### src/rtl/nonrestoring_div_pkg.sv
// Shared types and sizing helpers for the non-restoring divider.
package div_pkg;

  localparam int W_DEF = 8;

  typedef enum logic [3:0] {
    IDLE   = 4'd0,
    LOAD_Q = 4'd1,
    LOAD_M = 4'd2,
    CHK    = 4'd3,
    ITER   = 4'd4,
    CORR   = 4'd5,
    OUT_R  = 4'd6,
    OUT_Q  = 4'd7,
    DONE   = 4'd8
  } div_state_e;

  // Iteration counter width; at least one bit so W=1 still elaborates.
  function automatic int cnt_width(input int w);
    int cw;
    cw = $clog2(w);
    if (cw < 1) begin
      cw = 1;
    end else begin
      cw = cw;
    end
    return cw;
  endfunction

endpackage

### src/rtl/nonrestoring_div_control_unit.sv
// Divider sequencer: state register, iteration counter and one-hot datapath strobes.
module div_control_unit
  import div_pkg::*;
#(
  parameter int W = W_DEF
) (
  input  logic clk,
  input  logic rst_b,
  input  logic bgn_i,
  input  logic m_zero_i,
  input  logic a_ge_m_i,
  output logic ld_a_o,
  output logic ld_q_o,
  output logic ld_m_o,
  output logic chk_o,
  output logic iter_o,
  output logic corr_o,
  output logic out_r_o,
  output logic out_q_o,
  output logic stop_o
);

  localparam int CW = cnt_width(W);
  localparam logic [CW-1:0] LAST_CNT = CW'(W - 1);

  div_state_e    state_q;
  logic [CW-1:0] cnt_q;

  // Sequencer state and iteration counter; the counter stops at W-1 so it never wraps.
  always_ff @(posedge clk) begin
    if (!rst_b) begin
      state_q <= IDLE;
      cnt_q   <= {CW{1'b0}};
    end else begin
      case (state_q)
        IDLE: begin
          if (bgn_i) state_q <= LOAD_Q;
        end
        LOAD_Q: state_q <= LOAD_M;
        LOAD_M: state_q <= CHK;
        CHK: begin
          if (m_zero_i || a_ge_m_i) begin
            state_q <= DONE;
          end else begin
            cnt_q   <= {CW{1'b0}};
            state_q <= ITER;
          end
        end
        ITER: begin
          if (cnt_q == LAST_CNT) begin
            state_q <= CORR;
          end else begin
            cnt_q <= cnt_q + {{(CW-1){1'b0}}, 1'b1};
          end
        end
        CORR:    state_q <= OUT_R;
        OUT_R:   state_q <= OUT_Q;
        OUT_Q:   state_q <= DONE;
        DONE:    state_q <= IDLE;
        default: state_q <= IDLE;
      endcase
    end
  end

  // Strobes are a pure decode of the registered state.
  always_comb begin
    ld_a_o  = 1'b0;
    ld_q_o  = 1'b0;
    ld_m_o  = 1'b0;
    chk_o   = 1'b0;
    iter_o  = 1'b0;
    corr_o  = 1'b0;
    out_r_o = 1'b0;
    out_q_o = 1'b0;
    stop_o  = 1'b0;
    case (state_q)
      IDLE:    ld_a_o  = bgn_i;
      LOAD_Q:  ld_q_o  = 1'b1;
      LOAD_M:  ld_m_o  = 1'b1;
      CHK:     chk_o   = 1'b1;
      ITER:    iter_o  = 1'b1;
      CORR:    corr_o  = 1'b1;
      OUT_R:   out_r_o = 1'b1;
      OUT_Q:   out_q_o = 1'b1;
      DONE:    stop_o  = 1'b1;
      default: stop_o  = 1'b0;
    endcase
  end

endmodule

### src/rtl/nonrestoring_div.sv
// Byte-serial unsigned non-restoring divider: 2W-bit dividend / W-bit divisor -> W-bit quotient and remainder.
module nonrestoring_div
  import div_pkg::*;
#(
  parameter int W = W_DEF
) (
  input  logic         clk,
  input  logic         rst_b,
  input  logic         bgn,
  input  logic [W-1:0] ibus,
  output logic [W-1:0] obus,
  output logic         stop,
  output logic         ovf,
  output logic         dbz
);

  logic [W:0]   a_q, a_d;
  logic [W-1:0] q_q, q_d;
  logic [W-1:0] m_q, m_d;
  logic         ovf_q, ovf_d;
  logic         dbz_q, dbz_d;

  logic ld_a_s, ld_q_s, ld_m_s, chk_s, iter_s, corr_s, out_r_s, out_q_s, stop_s;
  logic m_zero_s, a_ge_m_s;

  logic [W:0] m_ext_s;
  logic [W:0] a_shift_s;
  logic [W:0] a_iter_s;

  assign m_zero_s  = (m_q == {W{1'b0}});
  assign a_ge_m_s  = (a_q[W-1:0] >= m_q);
  assign m_ext_s   = {1'b0, m_q};
  assign a_shift_s = {a_q[W-1:0], q_q[W-1]};

  div_control_unit #(.W(W)) u_ctrl (
    .clk      (clk),
    .rst_b    (rst_b),
    .bgn_i    (bgn),
    .m_zero_i (m_zero_s),
    .a_ge_m_i (a_ge_m_s),
    .ld_a_o   (ld_a_s),
    .ld_q_o   (ld_q_s),
    .ld_m_o   (ld_m_s),
    .chk_o    (chk_s),
    .iter_o   (iter_s),
    .corr_o   (corr_s),
    .out_r_o  (out_r_s),
    .out_q_o  (out_q_s),
    .stop_o   (stop_s)
  );

  // One non-restoring step: the sign of the old partial remainder selects subtract or add.
  always_comb begin
    if (a_q[W]) begin
      a_iter_s = a_shift_s + m_ext_s;
    end else begin
      a_iter_s = a_shift_s - m_ext_s;
    end
  end

  // Datapath next-state selection driven by the one-hot strobes.
  always_comb begin
    a_d   = a_q;
    q_d   = q_q;
    m_d   = m_q;
    ovf_d = ovf_q;
    dbz_d = dbz_q;
    if (ld_a_s) begin
      a_d   = {1'b0, ibus};
      ovf_d = 1'b0;
      dbz_d = 1'b0;
    end else if (ld_q_s) begin
      q_d = ibus;
    end else if (ld_m_s) begin
      m_d = ibus;
    end else if (chk_s) begin
      if (m_zero_s) begin
        dbz_d = 1'b1;
      end else if (a_ge_m_s) begin
        ovf_d = 1'b1;
      end else begin
        dbz_d = dbz_q;
      end
    end else if (iter_s) begin
      a_d = a_iter_s;
      q_d = {q_q[W-2:0], ~a_iter_s[W]};
    end else if (corr_s) begin
      if (a_q[W]) begin
        a_d = a_q + m_ext_s;
      end else begin
        a_d = a_q;
      end
    end else begin
      a_d = a_q;
    end
  end

  // Datapath and flag registers.
  always_ff @(posedge clk) begin
    if (!rst_b) begin
      a_q   <= {(W+1){1'b0}};
      q_q   <= {W{1'b0}};
      m_q   <= {W{1'b0}};
      ovf_q <= 1'b0;
      dbz_q <= 1'b0;
    end else begin
      a_q   <= a_d;
      q_q   <= q_d;
      m_q   <= m_d;
      ovf_q <= ovf_d;
      dbz_q <= dbz_d;
    end
  end

  // Result bytes are only driven during the two unload states.
  always_comb begin
    if (out_r_s) begin
      obus = a_q[W-1:0];
    end else if (out_q_s) begin
      obus = q_q;
    end else begin
      obus = {W{1'b0}};
    end
  end

  assign stop = stop_s;
  assign ovf  = ovf_q;
  assign dbz  = dbz_q;

endmodule

### config.mk
export PLATFORM = sky130hd
export DESIGN_NAME = nonrestoring_div
export DESIGN_NICKNAME = d
export VERILOG_FILES = /design/src/rtl/nonrestoring_div_pkg.sv /design/src/rtl/nonrestoring_div_control_unit.sv /design/src/rtl/nonrestoring_div.sv
export SDC_FILE = /design/constraint.sdc
export NUM_CORES = 1
export LEC_CHECK = 0
export CAP_MARGIN = 20
export CORE_UTILIZATION = 55
export CTS_CLUSTER_SIZE = 24
export DETAILED_ROUTE_END_ITERATION = 16
export PLACE_DENSITY = 0.76
export SETUP_SLACK_MARGIN = 0.05
export SLEW_MARGIN = 10
export SYNTH_ARGS = -nofsm -noshare
export SYNTH_HDL_FRONTEND = slang
export SYNTH_SLANG_ARGS = --single-unit
### constraint.sdc
create_clock -name clk -period 5.3 [get_ports clk]
set_input_delay 0.795 -clock clk [delete_from_list [all_inputs] [get_ports clk]]
set_output_delay 0.795 -clock clk [all_outputs]
set_load 0.03 [all_outputs]
# Word-level counts from Yosys, hierarchy flattened
# Cells that the tools add are included.
[word_totals] reg_bits=34 latch_bits=0 ramBits=0 romBits=0 inputBits=11 output_inout_bits=11 elab_cells=85 mem_count=0
[op_classes] addsub=4 multipliers=0 div=0 n_lt_le_gt_ge=1 n_eq_ne=18 shifts=0 muxes=30 bitwise_logic=7 n_reduce_logical=17
[op_table] op="$mux 8" count=10
[op_table] op="$mux 9" count=4
[op_table] op="$pmux 4 s8" count=1
[op_table] op="$add 9x8->9" count=2
[op_table] op="$eq 4x3->1 const B" count=4
[op_table] op="$ne 2x2->1 const B" count=8
[op_table] op="$mux 4" count=3
[op_table] op="$reduce_and 4->1" count=3
[op_table] op="$reduce_and 5->1" count=2
[op_table] op="$mux 1" count=9
[op_table] op="$sub 9x8->9" count=1
[op_table] op="$eq 4x2->1 const B" count=2
[op_table] op="$ge 8x8->1" count=1
[op_table] op="$logic_not 8->1" count=1
[op_table] op="$not 1->1" count=7
[op_table] op="$mux 3" count=2
[op_table] op="$pmux 3 s2" count=1
[op_table] op="$reduce_and 3->1" count=2
[op_table] op="$reduce_bool 2->1" count=3
[op_table] op="$reduce_bool 3->1" count=2
[op_table] op="$eq 4x1->1 const B" count=1
[op_table] op="$eq 4x4->1 const B" count=1
[op_table] op="$logic_not 4->1" count=1
[op_table] op="$add 3x1->3 const B" count=1
[op_table] op="5 further kinds" count=5

# Logic depth before layout (Yosys ltp)
# Gate-level depths: netlist (run 1).
[logic_depth] ltp_word=8 ltp_mapped=11 depth_no_buf=11

# Modules after synthesis
# Synthesis (run 1) repeated with hierarchy kept, for this count alone.
[hier_totals] cells_unflattened=358 hier_area_um2=2819.0
[modules_own_cells] module="nonrestoring_div" instances=1 cells_per_inst=308 area_each_um2=2381.0
[modules_own_cells] module="div_control_unit" instances=1 cells_per_inst=50 area_each_um2=437.9

# Worst setup path after synthesis (run 1)
# Ideal clock, no wire load.
[synth_timing] path_kind="register to register" startpoint="reg a_q[8]" endpoint="reg q_q[0]" setup_time_ps=128 arrival_ps=2296 setup_slack_ps=2876 stages_incl_launch_ff=10 period_less_slack_ps=2424 cell_sequence="dfxtp_1 -> clkbuf_1 -> mux2_2 -> fa_1 -> a21o_1 -> a22oi_1 -> o21ai_0 -> xnor2_1 -> o221a_2 -> nor2_1"
[synth_via] elab_chain_len=6
[synth_rtl] item="start: declaration" line="nonrestoring_div.sv:17" text="logic [W:0] a_q, a_d;"
[synth_rtl] item="start signal: assignment" line="nonrestoring_div.sv:101" text="a_q <= {(W+1){1'b0}};"
[synth_rtl] item="$mux 9" line="nonrestoring_div.sv:54" text="if (a_q[W]) begin"
[synth_rtl] item="$not 1->1" line="nonrestoring_div.sv:86" text="q_d = {q_q[W-2:0], ~a_iter_s[W]};"
[synth_rtl] item="$mux 8" line="nonrestoring_div.sv:84" text="end else if (iter_s) begin"
[synth_rtl] item="$mux 8" line="nonrestoring_div.sv:76" text="end else if (chk_s) begin"
[synth_rtl] item="$mux 8" line="nonrestoring_div.sv:74" text="end else if (ld_m_s) begin"
[synth_rtl] item="$mux 8" line="nonrestoring_div.sv:72" text="end else if (ld_q_s) begin"
[synth_rtl] item="end signal: assignment" line="nonrestoring_div.sv:102" text="q_q <= {W{1'b0}};"
[synth_rtl] item="end signal: assignment" line="nonrestoring_div.sv:108" text="q_q <= q_d;"
[synth_rtl] item="end: declaration" line="nonrestoring_div.sv:18" text="logic [W-1:0] q_q, q_d;"
# Every way passes these cells. The select of a mux whose other input is x is not followed.
# A chain may end at the register's enable or synchronous reset.

# Final worst setup path (run 1)
[layout_timing] startpoint="reg u_ctrl.state_q[1]" endpoint="out obus[0]"
[layout_via] elab_chain_len=4 word_cells_on_any_way=6 cone_classes="eq/ne: 2; mux: 4"
[layout_rtl] item="start: declaration" line="nonrestoring_div_control_unit.sv:26" text="div_state_e state_q;"
[layout_rtl] item="start signal: assignment" line="nonrestoring_div_control_unit.sv:32" text="state_q <= IDLE;"
[layout_rtl] item="start signal: assignment" line="nonrestoring_div_control_unit.sv:37" text="if (bgn_i) state_q <= LOAD_Q;"
[layout_rtl] item="start signal: assignment" line="nonrestoring_div_control_unit.sv:39" text="LOAD_Q: state_q <= LOAD_M;"
[layout_rtl] item="$eq 4x3->1" line="nonrestoring_div_control_unit.sv:76" text="case (state_q)"
[layout_rtl] item="$mux 1" line="nonrestoring_div_control_unit.sv:76"
[layout_rtl] item="$mux 8" line="nonrestoring_div.sv:119" text="end else if (out_q_s) begin"
[layout_rtl] item="$mux 8 *" line="nonrestoring_div.sv:117" text="if (out_r_s) begin"
[layout_rtl] item="end: declaration" line="nonrestoring_div.sv:11" text="output logic [W-1:0] obus,"
# Every way passes the cells marked *; elsewhere a longest branch is shown, timed or not.

==> out/qor.csv, run 1 <==
stage,metric,value,unit
run_status,status,"complete, no violations",
routing,routed.top_layer,met4,
global_route,grt_max_degree,25,
critical_path,critPathCaptureType,output port,
cells_and_area,instances_no_fill,407,
logic_synthesis,synth-seq-cells,34,
sta,worst_pin_slew,0.936,ns
routing,drc,0,
logic_synthesis,async_flop_share,0,%
worst_hold_path,holdCritPathClass,register to register,
logic_synthesis,synth_edf_count,0,
clock_network,clock_sinks,34,
critical_path,worstPathRequired,4.51,ns
cells_and_area,antenna_cells,0,
place,gp_congestion,0.921,
pwr,seqPwrFrac,37.7,%
pwr,comb_power_share,32.2,%
pwr,leakage,1.18,nW
routing,routed_wl,6.78,mm
logic_synthesis,synth_area_leaders,"dfxtp_1 (26%), ha_1 (13%), nand2_1 (6.8%)",
routing,viasPerCell,6.31,
critical_path,crit_slowest_cell,clkdlybuf4s50_1,
pwr,power.density,272,nW/um2
routing,vias,2569,
global_route,track_usage,28.0,%
clock_network,cts_tree,yes,
logic_synthesis,yosysTopAreaCell,dfxtp_1,
logic_synthesis,yosysTopAreaCellShare,25.6,%
clock_network,post_cts_buffers,0,
logic_synthesis,synth_seq_area_share,25.6,%
sta,timing.final.crit_share,56.9,%
clock_network,clkLatencyLatePin,0.30,ns
die,die-area,5120,um2
critical_path,crit_family,buffers and inverters,
pwr,p_clk_share,30.1,%
run,cap_violations,0,
logic_synthesis,synth.most_common_cell,nand2_1,
die,die_y,71.6,um
cells_and_area,area_delta_synth_final,12.2,%
cells_and_area,drive_above_1_share,4.23,%
cells_and_area,fin_nets,394,
routing,wl_met1,2.97,mm
sta,rsz0062_at_grt,false,
logic_synthesis,synthTopCellsByCount,"nand2_1 (48), nor2_1 (35), dfxtp_1 (34), ha_1 (27), a21oi_1 (25)",
clock_network,clockBufferDepth,2,
pwr,p_sw_share,35.4,%
clock_network,cts_made_buffers,5,
place,hpwl,5.01,mm
logic_synthesis,syn_inst,340,
routing,wl_per_cell,16.7,um
die,pin_count,22,
critical_path,path_cells,"nand3b_1, nor2_1, clkdlybuf4s50_1",
sta,setup_viol,0,
clock_network,cts_resized,0,
sta,drv_slew,0,
critical_path,startpoint_type,register,
die,rows,24,
logic_synthesis,ys.flop_type,dfxtp_1,
pwr,finalPower,0.811,mW
critical_path,max_stage_delay,0.69,ns
sta,finalCriticalPeriod,3.02,ns
logic_synthesis,synth_nets,380,
sta,skew,0.0126,ns
pwr,ir_worst_vdd,205,uV
critical_path,cp_num_buf_inv,1,
die,core,4500,um2
logic_synthesis,ys_types,49,
global_route,grt_pass1_vias,2407,
pwr,power_switching,0.287,mW
die,start_util,59.1,%
global_route,grt_overflow_total,0,
cells_and_area,fin_util,66.3,%
place,place.port_buffers,21,
clock_network,cts_max_level,2,
global_route,antenna_found_initial,0,
global_route,grt_pass1_wl,11.2,mm
logic_synthesis,avgSynthCellArea,7.83,um2
critical_path,crit_arrival,2.22,ns
routing,wl_met3,390,um
routing,met2_length,3.25,mm
logic_synthesis,ys_warn_count,0,
critical_path,path_max_fanout,15,
routing,drt-initial-drc-count,235,
sta,fmax,0.332,GHz
sta,whs,0.449,ns
routing,dr.pass1.iters,5,
place,dp_cells,399,
pwr,internal_power,0.524,mW
logic_synthesis,syn_area,2660,um2
sta,finalHoldViolations,0,
routing,ant_nets,0,
critical_path,critPathKind,register to output port,
clock_network,cts_hold_buf,0,
clock_network,clkTransAtPathRegs,0.08,ns
sta,finalSetupTns,0,ns
clock_network,root_buffer,clkbuf_8,
sta,slew_headroom,37.2,%
die,die_x,71.6,um
## layout make-up
class	instances	area (um2)
inverters	16	60.1
repair buffers	22	218
clock buffers	5	68.8
well taps	52	65.1
multi-input cells	275	1850
flip-flops and latches	34	681
clock inverters	3	40.0
fillers	403	1520
## power groups by stage
| stage | logic (mW) | clock network (mW) | registers (mW) |
|---|---|---|---|
| final | 0.261 | 0.244 | 0.306 |
| after global routing | 0.289 | 0.254 | 0.308 |
| after CTS | 0.258 | 0.239 | 0.305 |
| after detailed placement | 0.256 | 0 | 0.311 |
| after global placement | 0.252 | 0 | 0.310 |
| after floorplan | 0.208 | 0 | 0.295 |
## logic make-up after synthesis
group	Yosys count	synth area share, %
xor+xnor	20	6.58
simple gates	128	22.3
flops	34	25.6
fa+ha+maj	29	14.2
buf+inv	31	4.79
compound gates	87	22.4
mux	11	4.18
## state kept, by name, summed over array words and instances (netlist names)
register,count
u_ctrl.cnt_q,3
a_q,9
m_q,8
u_ctrl.state_q,4
dbz,1
q_q,8
ovf,1
## worst reg2reg max path: cells and delay by family (launching register included)
kind,cells,cell delay [ns]
compound gates,4,0.79
fa+ha+maj,2,0.73
flops,1,0.43
xor+xnor,1,0.34
mux,1,0.29
buf+inv,1,0.11
simple gates,1,0.03
## per-stage QoR
stage	setup WS (ns)	instance area [um2]
2_1_floorplan	2.88	2660
3_3_place_gp	2.33	2880
3_5_place_dp	2.30	2880
4_1_cts	2.30	2990
5_1_grt	2.14	2990
6_report	2.28	2990
## placed cells by master, fill, tap and decap left out, drive strengths merged, types with 3 or more instances in the layout
cell	count
a31oi	5
nor2b	5
a311oi	7
and3	6
ha	27
nand3b	3
nand3	9
a21o	6
nand2b	8
a22oi	3
o211ai	4
o221ai	5
a21oi	25
clkdlybuf4s50	21
mux2i	10
a211oi	5
nand2	49
inv	16
clkbuf	5
dfxtp	34
nor3	5
o21ai	9
xnor2	14
nor2	35
xor2	6
## final timing paths
check	from	end	slack [ns]	cells past startpoint
min	ovf	ovf	0.45	2
max reg2reg	m_q[0]	q_q[0]	2.43	10
max	u_ctrl.state_q[1]	obus[0]	2.28	3
min reg2reg	ovf	ovf	0.45	2
## routing by layer
metal	vias up	GRT usage [%]
met2	89	46.7
met4	0	10.9
met3	20	5.49
met1	1210	35.9
met5	-	0
li1	1250	-
(Power assumes the default switching activity.)
==> run 2: changes to the inputs <==
Settings changed: CORE_UTILIZATION 55 to 53, PLACE_DENSITY 0.76 to 0.77.
Clock period 5.3 ns to 2.7 ns, I/O delays scaled along.
==> run 2 against run 1 <==
  * Sequential power up 92%
  * Utilization down 2.5 points
  * Cell count grew 5.7%
  * Sequential share of layout area decreased by 0.45 points
  * Global-route usage shrank 0.57 points
  * Cell area is 2.2% higher
  * Register-to-register slack lost 2.2 ns
  * Critical path depth is 7 higher
  * Count of clock-buffer cells in the layout unchanged
  * Routed wire length increased by 1.1%
  * Flip-flop and latch count stayed put
  * Critical path type is now register to register
  * Highest routed layer unchanged
==> out/qor.csv, run 2 (synthesis gave the netlist of run 1 again) <==
stage,metric,value,unit,change
run_status,status,"complete, no violations",,
cells_and_area,nFillCells,425,,+5.5%
run,cap_violations,0,,unchanged
routing,wl_per_cell,15.9,um,-4.3%
critical_path,path_cells,"inv_1, ha_1, mux2_2, fa_1, a21o_1, a22oi_2, nor2b_1, xor2_1, o22ai_1, o2bb2ai_1",,
cells_and_area,drive_above_1_share,7.16,%,+2.9 points
routing,wl_met3,350,um,-10%
routing,met2_length,3.45,mm,+6.2%
place,hpwl,5.26,mm,+4.9%
routing,viasPerCell,5.94,,-5.9%
cells_and_area,final_common_cell,nand2_1,,
cells_and_area,antenna_cells,0,,unchanged
pwr,power.density,489,nW/um2,+80%
die,die_y,72.9,um,+1.8%
sta,rsz0062_at_grt,false,,
clock_network,clkLatencyLatePin,0.29,ns,about the same
pwr,power_switching,0.547,mW,+91%
cells_and_area,fin_nets,403,,+2.3%
sta,timing.final.crit_share,92.8,%,
clock_network,cts_made_buffers,5,,unchanged
routing,wl_met1,2.88,mm,-3.2%
routing,dr.pass1.iters,4,,-1
pwr,seqPwrFrac,39.5,%,+1.8 points
worst_hold_path,holdCritPathClass,register to register,,
pwr,ir_worst_vdd,341,uV,+66%
clock_network,clock_sinks,34,,unchanged
clock_network,cts_tree,yes,,
critical_path,cp_num_buf_inv,1,,unchanged
die,die_x,72.9,um,+1.8%
critical_path,critPathCaptureType,register,,
clock_network,root_buffer,clkbuf_8,,
die,die-area,5310,um2,+3.7%
critical_path,max_stage_delay,0.45,ns,-0.24 ns
clock_network,clockBufferDepth,2,,unchanged
global_route,grt_pass1_vias,2364,,-1.8%
pwr,comb_power_share,36.0,%,+3.8 points
sta,slew_headroom,56.5,%,+19 points
routing,ant_nets,0,,unchanged
pwr,leakage,1.21,nW,+2.8%
pwr,p_sw_share,36.7,%,+1.3 points
sta,fmax,0.399,GHz,
critical_path,crit_arrival,2.69,ns,+0.47 ns
pwr,finalPower,1.49,mW,+84%
critical_path,crit_family,adder cells,,
critical_path,crit_slowest_cell,fa_1,,
routing,routed_wl,6.86,mm,+1.1%
critical_path,ff2ff_path_depth,10,,unchanged
die,pin_count,22,,unchanged
cells_and_area,area_delta_synth_final,14.7,%,
global_route,antenna_found_initial,0,,unchanged
cells_and_area,regMostFlops,a_q,,
pwr,internal_power,0.945,mW,+80%
routing,vias,2553,,-0.62%
clock_network,cts_hold_buf,0,,unchanged
sta,finalSetupTns,0,ns,unchanged
critical_path,path_depth,10,,+7
critical_path,critPathKind,register to register,,
clock_network,post_cts_buffers,0,,unchanged
critical_path,startpoint_type,register,,
critical_path,reg2reg_slack,0.19,ns,-2.24 ns
routing,drc,0,,unchanged
routing,routed.top_layer,met4,,
place,gp_congestion,0.994,,+7.9%
sta,finalCriticalPeriod,2.51,ns,
critical_path,worstPathRequired,2.88,ns,-1.63 ns
global_route,grt_overflow_total,0,,unchanged
sta,setup_viol,0,,unchanged
cells_and_area,largest_reg_flops,9,,unchanged
sta,drv_slew,0,,unchanged
die,start_util,55.6,%,-3.5 points
clock_network,cts_max_level,2,,unchanged
global_route,track_usage,27.4,%,-0.57 points
place,place.port_buffers,21,,unchanged
cells_and_area,reg.largest.list,"a_q x9, m_q x8, q_q x8",,
pwr,p_clk_share,24.6,%,-5.5 points
sta,finalHoldViolations,0,,unchanged
die,rows,25,,+4.2%
routing,drt-initial-drc-count,189,,-20%
global_route,grt_max_degree,24,,-4.0%
sta,worst_pin_slew,0.651,ns,-0.285 ns
cells_and_area,final_cell_mix,"nand2_1 (48), nor2_1 (34), dfxtp_1 (33), ha_1 (27), a21oi_1 (25)",,
critical_path,path_max_fanout,3,,-12
die,core,4790,um2,+6.3%
global_route,grt_pass1_wl,10.9,mm,-2.8%
sta,skew,0.00274,ns,-0.00984 ns
worst_hold_path,holdPathStages,2,,unchanged
clock_network,clkTransAtPathRegs,0.07,ns,about the same
-- run 2: cell count changes in the layout (fill, tap and decap cells not counted), sizes merged --
| cell | previous run | this run |
|---|---|---|
| bufinv | 1 | 0 |
| buf | 1 | 10 |
-- run 2: worst paths after layout --
path / to / from
min: ovf / ovf
max: a_q[6] / m_q[0]
max reg2reg: a_q[6] / m_q[0]
min reg2reg: ovf / ovf
-- run 2: power by group through the flow --
stage	clock network, mW	logic, mW	registers, mW
6_report	0.366	0.536	0.589
5_1_grt	0.385	0.596	0.592
4_1_cts	0.371	0.527	0.586
3_5_place_dp	0	0.522	0.598
3_3_place_gp	0	0.514	0.596
2_1_floorplan	0	0.408	0.579
-- run 2: through the flow --
| stage | std cells | setup slack [ns] | instance area (um2) | hold slack (ns) | utilization, % |
|---|---|---|---|---|---|
| 6_report | 430 | 0.194 | 3050 | 0.442 | 63.8 |
| 3_5_place_dp | 423 | 0.152 | 2960 | 0.437 | 61.9 |
| 2_1_floorplan | 340 | 0.276 | 2660 | 0.442 | - |
| 4_1_cts | 430 | 0.111 | 3040 | 0.448 | 63.6 |
| 3_3_place_gp | 423 | 0.256 | 2960 | 0.433 | 61.9 |
| 5_1_grt | 430 | 0.0771 | 3050 | 0.475 | 63.8 |
-- run 2: routing by layer --
layer  vias up  global-route usage, %
li1       1267                      -
met1      1196                   31.9
met2        75                   48.5
met3        15                   4.83
met4         0                   13.5
met5         -                      0
-- run 2: final cells by class --
cell class | count | area, um2 | area share [%]
clock inverters | 2 | 10.0 | 0.328
repair buffers | 31 | 285 | 9.34
clock buffers | 5 | 68.8 | 2.25
inverters | 16 | 60.1 | 1.97
well taps | 67 | 83.8 | 2.75
flip-flops and latches | 34 | 682 | 22.3
multi-input cells | 275 | 1860 | 61.0
-- run 2: worst min-delay path: stages (launching register included) --
cell	delay, ns
dfxtp_1	0.31
inv_1	0.04
a21oi_1	0.04
-- run 2: timing repair --
item / CTS / global route
resized for setup: 0 / 4
endpoints found under the hold margin: 0 / 0
setup endpoints to repair: 0 / 8
==> run 3: changes to the inputs <==
Settings changed: CORE_UTILIZATION 53 to 30, GPL_TIMING_DRIVEN set to 0, PLACE_DENSITY 0.77 to 0.48, SETUP_SLACK_MARGIN 0.05 to not set.
==> run 3 against run 2 <==
  * Die area increased by 74%
  * First-iteration DRC count decreased by 40%
  * Via count decreased by 1.2%
  * Critical endpoint is now q_q[0]
==> out/qor.csv, run 3 (synthesis gave the netlist of run 1 again) <==
stage,metric,value,unit,change
run_status,status,"complete, no violations",,
place,place.port_buffers,20,,-4.8%
sta,rsz0062_at_grt,true,,
cells_and_area,final_cell_mix,"nand2_1 (48), nor2_1 (34), dfxtp_1 (32), ha_1 (27), a21oi_1 (24)",,
sta,fmax,0.378,GHz,-5.4%
die,rows,34,,+36%
critical_path,r2r_start,m_q[0],,
sta,worst_slack,0.0518,ns,-0.143 ns
clock_network,root_buffer,clkbuf_8,,
routing,ant_nets,0,,unchanged
critical_path,worstPathRequired,2.86,ns,-0.02 ns
routing,vias,2523,,-1.2%
sta,whs,0.416,ns,-0.0257 ns
worst_hold_path,holdCritPathClass,primary input to register,,
die,core,8640,um2,+80%
clock_network,cts_tree,yes,,
cells_and_area,fin_nets,407,,+0.99%
sta,drv_slew,0,,unchanged
clock_network,clkLatencyLatePin,0.29,ns,about the same
critical_path,startpoint_type,register,,
pwr,leakage,1.23,nW,+1.1%
cells_and_area,final_area,3140,um2,+3.0%
global_route,grt_overflow_total,0,,unchanged
place,placed_area,3000,um2,+1.1%
sta,finalCriticalPeriod,2.65,ns,+0.143 ns
global_route,antenna_found_initial,0,,unchanged
place,hpwl,6.17,mm,+17%
cells_and_area,drive_above_1_share,9.26,%,+2.1 points
worst_hold_path,worstHoldStart,rst_b,,
global_route,track_usage,17.5,%,-10 points
global_route,grt_pass1_vias,2311,,-2.2%
sta,finalSetupTns,0,ns,unchanged
cells_and_area,nFillCells,941,,+120%
clock_network,cts_max_level,2,,unchanged
cells_and_area,antenna_cells,0,,unchanged
critical_path,path_max_fanout,5,,+2
die,die_x,96.2,um,+32%
die,die_y,96.2,um,+32%
cells_and_area,final_common_cell,nand2_1,,
die,pin_count,22,,unchanged
sta,skew,0.00526,ns,+0.00251 ns
routing,viasPerCell,5.31,,-11%
routing,routed.top_layer,met4,,
sta,worst_pin_slew,0.858,ns,+0.207 ns
cells_and_area,reg.largest.list,"a_q x9, m_q x8, q_q x8",,
clock_network,clkTransAtPathRegs,0.07,ns,about the same
global_route,grt_max_degree,18,,-25%
sta,slew_headroom,42.5,%,-14 points
die,die-area,9260,um2,+74%
critical_path,startpoint,m_q[0],,
clock_network,clock_sinks,34,,unchanged
routing,drt-initial-drc-count,113,,-40%
place,gp_congestion,0.804,,-19%
cells_and_area,area_delta_synth_final,18.0,%,
die,start_util,30.8,%,-25 points
clock_network,cts_made_buffers,5,,unchanged
routing,wl_met1,3.70,mm,+29%
clock_network,cts_hold_buf,0,,unchanged
pwr,ir_worst_vdd,179,uV,-47%
place,pre_cts_ws,-0.406,ns,-0.558 ns
routing,wl_per_cell,16.1,um,+1.0%
cells_and_area,largest_reg_flops,9,,unchanged
routing,wl_met3,281,um,-20%
pwr,finalPower,1.52,mW,+2.2%
routing,routed_wl,7.65,mm,+12%
routing,drc,0,,unchanged
routing,dr.pass1.iters,4,,unchanged
pwr,power.density,485,nW/um2,-0.72%
critical_path,critPathCaptureType,register,,
sta,finalHoldViolations,0,,unchanged
run,cap_violations,0,,unchanged
routing,met2_length,3.63,mm,+5.2%
global_route,grt_pass1_wl,12.1,mm,+11%
cells_and_area,regMostFlops,a_q,,
clock_network,clockBufferDepth,2,,unchanged
sta,timing.final.crit_share,98.1,%,+5.3 points
critical_path,critPathKind,register to register,,
critical_path,crit_arrival,2.81,ns,+0.12 ns
sta,setup_viol,0,,unchanged
==> run 3: changes by cell type in the layout (fill, tap and decap cells not counted), sizes merged <==
| cell | previous run | this run |
|---|---|---|
| buf | 10 | 9 |
| clkdlybuf4s50 | 21 | 20 |
| clkbuf | 5 | 11 |
==> run 3: layout make-up <==
| cell class | count | area [um2] | area share (%) |
|---|---|---|---|
| clock inverter | 2 | 10.0 | 0.318 |
| tap | 108 | 135 | 4.30 |
| sequential | 34 | 686 | 21.8 |
| inverter | 16 | 60.1 | 1.91 |
| multi-input combinational | 275 | 1910 | 60.7 |
| clock buffer | 5 | 68.8 | 2.19 |
| timing repair buffer | 21 | 208 | 6.61 |
| buffer | 14 | 67.6 | 2.15 |
==> run 3: worst paths after layout <==
check,slack [ns],depth (start not counted),to
min,0.42,2,u_ctrl.cnt_q[0]
min reg2reg,0.45,2,ovf
max,0.05,10,q_q[0]
max reg2reg,0.05,10,q_q[0]
==> run 3: critical path, cell delays in order (launching register included) <==
cell and delay, ns:
dfxtp_2 0.37, inv_1 0.08, ha_1 0.28, mux2_2 0.29, fa_2 0.38, a21o_1 0.19, a22oi_2 0.18, o21ai_1 0.14
xnor2_2 0.31, o221a_2 0.25, nor2_1 0.04
==> run 3: repair_timing <==
action	4_1_cts	5_1_grt
gates cloned	0	0
setup endpoints to repair	11	15
setup buffers	0	1
pin swaps	1	4
resized for setup	7	12
==> run 3: stage by stage <==
step | utilization (%) | std cells
2_1_floorplan | - | 340
3_3_place_gp | 34.7 | 468
3_5_place_dp | 34.7 | 468
4_1_cts | 35.8 | 474
5_1_grt | 36.4 | 475
6_report | 36.4 | 475
==> run 3: metal layers <==
| layer | up-vias | global-route usage [%] |
|---|---|---|
| li1 | 1267 | - |
| met1 | 1203 | 23.1 |
| met2 | 48 | 29.8 |
| met3 | 5 | 3.00 |
| met4 | 0 | 2.99 |
| met5 | - | 0 |
==> run 3: where the power goes <==
part | internal (mW) | switching (mW) | total, mW
logic | 0.238 | 0.334 | 0.572
registers | 0.538 | 0.0471 | 0.585
clock network | 0.173 | 0.194 | 0.367
total | 0.949 | 0.575 | 1.52
